`config.mk`:
```
export PLATFORM = sky130hd
export DESIGN_NAME = regfile_writeback
export DESIGN_NICKNAME = d
export VERILOG_FILES = /design/src/rtl/regfile_writeback.sv
export SDC_FILE = /design/constraint.sdc
export NUM_CORES = 1
export LEC_CHECK = 0
export ABC_CLOCK_PERIOD_IN_PS = 2900
export BUFFER_PORTS_ARGS = -buffer_cell sky130_fd_sc_hd__buf_2
export CORE_MARGIN = 2
export CORE_UTILIZATION = 51
export DETAILED_ROUTE_END_ITERATION = 8
export PLACE_DENSITY = 0.74
export SETUP_SLACK_MARGIN = 0.05
export SLEW_MARGIN = 20
export SYNTH_ARGS = -nofsm -noshare
export SYNTH_HDL_FRONTEND = slang
export SYNTH_SLANG_ARGS = --single-unit
```
`constraint.sdc`:
```
create_clock -name CLK -period 2.9 [get_ports CLK]
set_clock_uncertainty 0.2 [all_clocks]
set_input_delay 0.58 -clock CLK [delete_from_list [all_inputs] [get_ports CLK]]
set_output_delay 0.58 -clock CLK [all_outputs]
set_load 0.05 [all_outputs]
```
`src/rtl/regfile_writeback.sv`:
```
// rtl/regfile_writeback.sv - register-file write port arbiter for ALU and buffered memory results
// The ALU path wins the port every cycle. Memory results wait in a FIFO and drain when the ALU is idle.
module regfile_writeback #(
  parameter int DEPTH        = 4,
  parameter int STARVE_LIMIT = 8
) (
  input  logic        CLK,
  input  logic        reset,
  input  logic        alu_valid,
  input  logic [4:0]  alu_rd,
  input  logic [31:0] alu_data,
  input  logic        mem_valid,
  input  logic [4:0]  mem_rd,
  input  logic [31:0] mem_data,
  output logic        mem_ready,
  output logic        alu_stall,
  output logic [31:0] pending,
  output logic [4:0]  rd,
  output logic        wr,
  output logic [31:0] Din
);

  localparam int AW = (DEPTH > 1) ? $clog2(DEPTH) : 1;
  localparam int CW = AW + 1;
  localparam int SW = $clog2(STARVE_LIMIT + 1);

  logic [4:0]       q_rd   [DEPTH];
  logic [31:0]      q_data [DEPTH];
  logic [DEPTH-1:0] q_valid;
  logic [AW-1:0]    head, tail;
  logic [CW-1:0]    count, next_count;
  logic [SW-1:0]    starve, next_starve;
  logic             alu_win, push, pop;

  assign mem_ready = (count < CW'(DEPTH));
  assign alu_win   = alu_valid && (alu_rd != 5'd0);
  // Writes to r0 still complete the handshake; they are simply not stored.
  assign push      = mem_valid && mem_ready && (mem_rd != 5'd0);
  assign pop       = !alu_win && (count != '0);
  assign next_count = count + CW'(push) - CW'(pop);

  always_comb begin
    next_starve = '0;
    if ((count != '0) && alu_win) begin
      if (starve == SW'(STARVE_LIMIT))
        next_starve = starve;
      else
        next_starve = starve + SW'(1);
    end
  end

  always_comb begin
    pending = '0;
    for (int i = 0; i < DEPTH; i++) begin
      if (q_valid[i])
        pending[q_rd[i]] = 1'b1;
    end
  end

  always_ff @(posedge CLK) begin
    if (push) begin
      q_rd[tail]   <= mem_rd;
      q_data[tail] <= mem_data;
    end
  end

  always_ff @(posedge CLK) begin
    if (reset) begin
      q_valid   <= '0;
      head      <= '0;
      tail      <= '0;
      count     <= '0;
      starve    <= '0;
      alu_stall <= 1'b0;
      wr        <= 1'b0;
      rd        <= 5'd0;
      Din       <= 32'd0;
    end else begin
      if (push) begin
        q_valid[tail] <= 1'b1;
        tail          <= tail + AW'(1);
      end
      if (pop) begin
        q_valid[head] <= 1'b0;
        head          <= head + AW'(1);
      end
      count     <= next_count;
      starve    <= next_starve;
      alu_stall <= (next_starve == SW'(STARVE_LIMIT)) || (next_count == CW'(DEPTH));
      wr        <= alu_win || pop;
      if (alu_win) begin
        rd  <= alu_rd;
        Din <= alu_data;
      end else if (pop) begin
        rd  <= q_rd[head];
        Din <= q_data[head];
      end
    end
  end

endmodule

```
==> results.sh <==
export IMPL_p_leak_nw=4.134
export IMPL_fin_area_mm2=0.01134
export IMPL_postSynthNetCount=743
export IMPL_dieArea_mm2=0.01892
export IMPL_clk_latency_ns=0.50
export IMPL_cts_buffers=21
export IMPL_busiest_layer="met2"
export IMPL_powerDensity_mw_per_mm2=802.5
export IMPL_post_route_min_period_ns=2.872
export IMPL_rsz0062_at_grt="true"
export IMPL_syn_inst=653
export IMPL_grt_usage_pct=26.03
export IMPL_synth_top_area_cell="edfxtp_1"
export IMPL_met3_usage_pct=4.599
export IMPL_path_cells="buf_4 -> nor3b_2 -> buf_4 -> a22oi_1 -> o221ai_2 -> buf_6"
export IMPL_die_h_um=137.6
export IMPL_tightestPinTransition_ns=0.6568
export IMPL_post_drt_via_cell_ratio=6.163
export IMPL_cp_required_ns=2.12
export IMPL_startpoint_type="register"
export IMPL_dp_cells=1019
export IMPL_ctsHoldBuffers=0
export IMPL_peakVddDrop_v=0.0007730
export IMPL_cts_tree="built"
export IMPL_async_flop_share_pct=0
export IMPL_critPathMaxFanout=7
export IMPL_max_slew_margin_pct=56.22
export IMPL_mostFrequentLayoutCells="edfxtp_1 (148), buf_2 (127), buf_4 (59)"
export IMPL_pin_count=150
export IMPL_io_buffers=149
export IMPL_grt_pass1_wl_um=36910
export IMPL_use_met1_pct=34.67
export IMPL_final_nets=932
export IMPL_clockBufferDepth=3
export IMPL_final_common_cell="edfxtp_1"
export IMPL_synth_seq_cells=204
export IMPL_core_area_mm2=0.01736
export IMPL_final_max_slew_violation_count=0
export IMPL_layout_cells_non_filler=1082
export IMPL_drt_wl_total_um=24680
export IMPL_use_met2_pct=42.48
export IMPL_crit_buf_inv=3
export IMPL_synth_area_per_cell_um2=13.93
export IMPL_place_gp_congestion=0.9010
export IMPL_synth_top_area_share_pct=48.86
export IMPL_antenna_found_initial=0
export IMPL_row_count=48
export IMPL_ys_types=51
export IMPL_syn_area_mm2=0.009096
export IMPL_synth_area_leaders="edfxtp_1 (49%), dfxtp_1 (12%), mux4_2 (9.2%), a211oi_2 (4.5%), a21oi_1 (2.8%)"
export IMPL_htreeDepth=1
export IMPL_initial_core_util_pct=52.41
export IMPL_drt_iter0_drc=589
export IMPL_crit_path_end_kind="output port"
export IMPL_drc=0
export IMPL_crit_top_cell="buf_4"
export IMPL_seq_area_frac_synth_pct=61.18
export IMPL_cap_violations=0
export IMPL_firstDrtPassIters=5
export IMPL_grt_overflow_total=0
export IMPL_outcome="complete, no violations"
export IMPL_max_freq_mhz=348.2
export IMPL_cts_sinks=204
export IMPL_wl_per_cell_um=22.81
export IMPL_final_fill_count=1284
export IMPL_power_total_mw=9.101
export IMPL_critical_path_slowest_cell="edfxtp_1"
export IMPL_drtAntennaViolNets=0
export IMPL_drive_gt1_share_pct=41.19
export IMPL_synth_flop_cell="edfxtp_1"
export IMPL_num_antenna_cells=0
export IMPL_cts_root_buf="clkbuf_16"
export IMPL_max_stage_delay_ns=0.51
export IMPL_dr_total_vias=6668
export IMPL_hpwl_um=16580
export IMPL_worstSetupPathType="register to output port"
export IMPL_crit_family="buffers and inverters"
export IMPL_synth_edf_count=148
export IMPL_hp_class="input pin to register"
export IMPL_period_share_pct=99.02
export IMPL_grt_max_degree=40
export IMPL_tns_ns=0
export IMPL_clk_pin_slew_ns=0.06
export IMPL_critPathArrivalTime_ns=2.09
export IMPL_yosysWarnings=0
export IMPL_setup_viol=0
export IMPL_placed_area_mm2=0.01032
export IMPL_hold_violations=0
export IMPL_die_w_um=137.6
export IMPL_grt_pass1_vias=6568
export IMPL_synthToLayoutAreaGrowth_pct=24.68
## layout make-up
type                    instances  area (µm²)  area share [%]
inverters                      10       37.54          0.3310
clock inverters                10       80.08          0.7061
well taps                     225       281.5           2.482
repair buffers                207        1381           12.18
multi-input cells             398        3420           30.15
clock buffers                  28       571.8           5.042
flip-flops and latches        204        5569           49.11
## synthesized netlist by cell type (3+ instances only)
cell      count
nor2b_1       3
a221o_1      14
buf_2         7
a22oi_1      15
nor3b_1      11
nor4_1        3
nand2_1      51
or3b_2        7
o22ai_1      14
inv_1        10
or3_1         5
ha_1         11
dfxtp_1      56
nand3_1       8
buf_4         3
and3_1        5
and3b_1       7
a21oi_1      50
or2_2         4
buf_6         4
nand3b_1     11
and2_1        4
mux4_2       37
a211oi_1      7
a211oi_2     33
o221ai_1     16
clkbuf_1     24
edfxtp_1    148
nor2_1       55
xnor2_1       4
## where the power goes
| group | internal [mW] | total [mW] | leakage, nW | switching, mW |
|---|---|---|---|---|
| Sequential | 3.51 | 3.73 | 1.82 | 0.221 |
| Clock | 1.48 | 2.55 | 0.325 | 1.07 |
| Combinational | 1.01 | 2.81 | 1.99 | 1.80 |
| Total | 6.00 | 9.10 | 4.13 | 3.10 |
## state kept, by name, indices dropped and copies added, names as in the netlist, named ones only
signal     flops
starve         4
rd             5
q_data       128
head           2
q_valid        4
wr             1
Din           32
tail           2
q_rd          20
count          3
alu_stall      1
## layer usage
layer  wire, µm  up-vias
met3       1809       92
li1           -     2960
met4        899        0
met1       9854     3265
met5          0        -
met2      12110      351
## path summary, 6_finish.rpt
check	startpoint	end	slack [ns]	cells after the start
worst max register to register	count[2]$_SDFF_PP0_	alu_stall$_SDFF_PP0_	0.44	10
worst min-delay path	mem_data[2]	q_data[1][2]$_DFFE_PP_	0.09	1
worst max-delay path	q_rd[0][0]$_DFFE_PP_	pending[4]	0.03	6
worst min register to register	Din[3]$_SDFFE_PP0P_	Din[3]$_SDFFE_PP0P_	0.35	2
## logic make-up (layout without fill, tap and decap cells)
kind of cell	Yosys count	in the layout	share of synthesized area, %
buf+inv	51	255	2.696
simple gates	181	181	10.25
mux	40	40	9.505
xor+xnor	5	5	0.4814
fa+ha+maj	12	12	1.733
flops	204	204	61.18
compound gates	160	160	14.15
## stage by stage
step,setup WS (ns),hold slack (ns),utilization (%)
final,0.02835,0.09298,65.34
after global routing,-0.02491,0.07417,65.34
after CTS,-0.03269,0.07831,64.24
after detailed placement,-0.2796,0.3394,59.45
after global placement,-0.2676,0.3311,59.45
after floorplan,-0.09964,0.3137,-
## repair_timing
action | CTS | global route
resized for setup | 27 | 29
setup buffers | 12 | 13
gates cloned | 0 | 0
endpoints found under the setup margin | 20 | 27
endpoints found under the hold margin | 0 | 0
pin swaps | 0 | 0
Note: power is estimated with default switching activity, not from simulation.
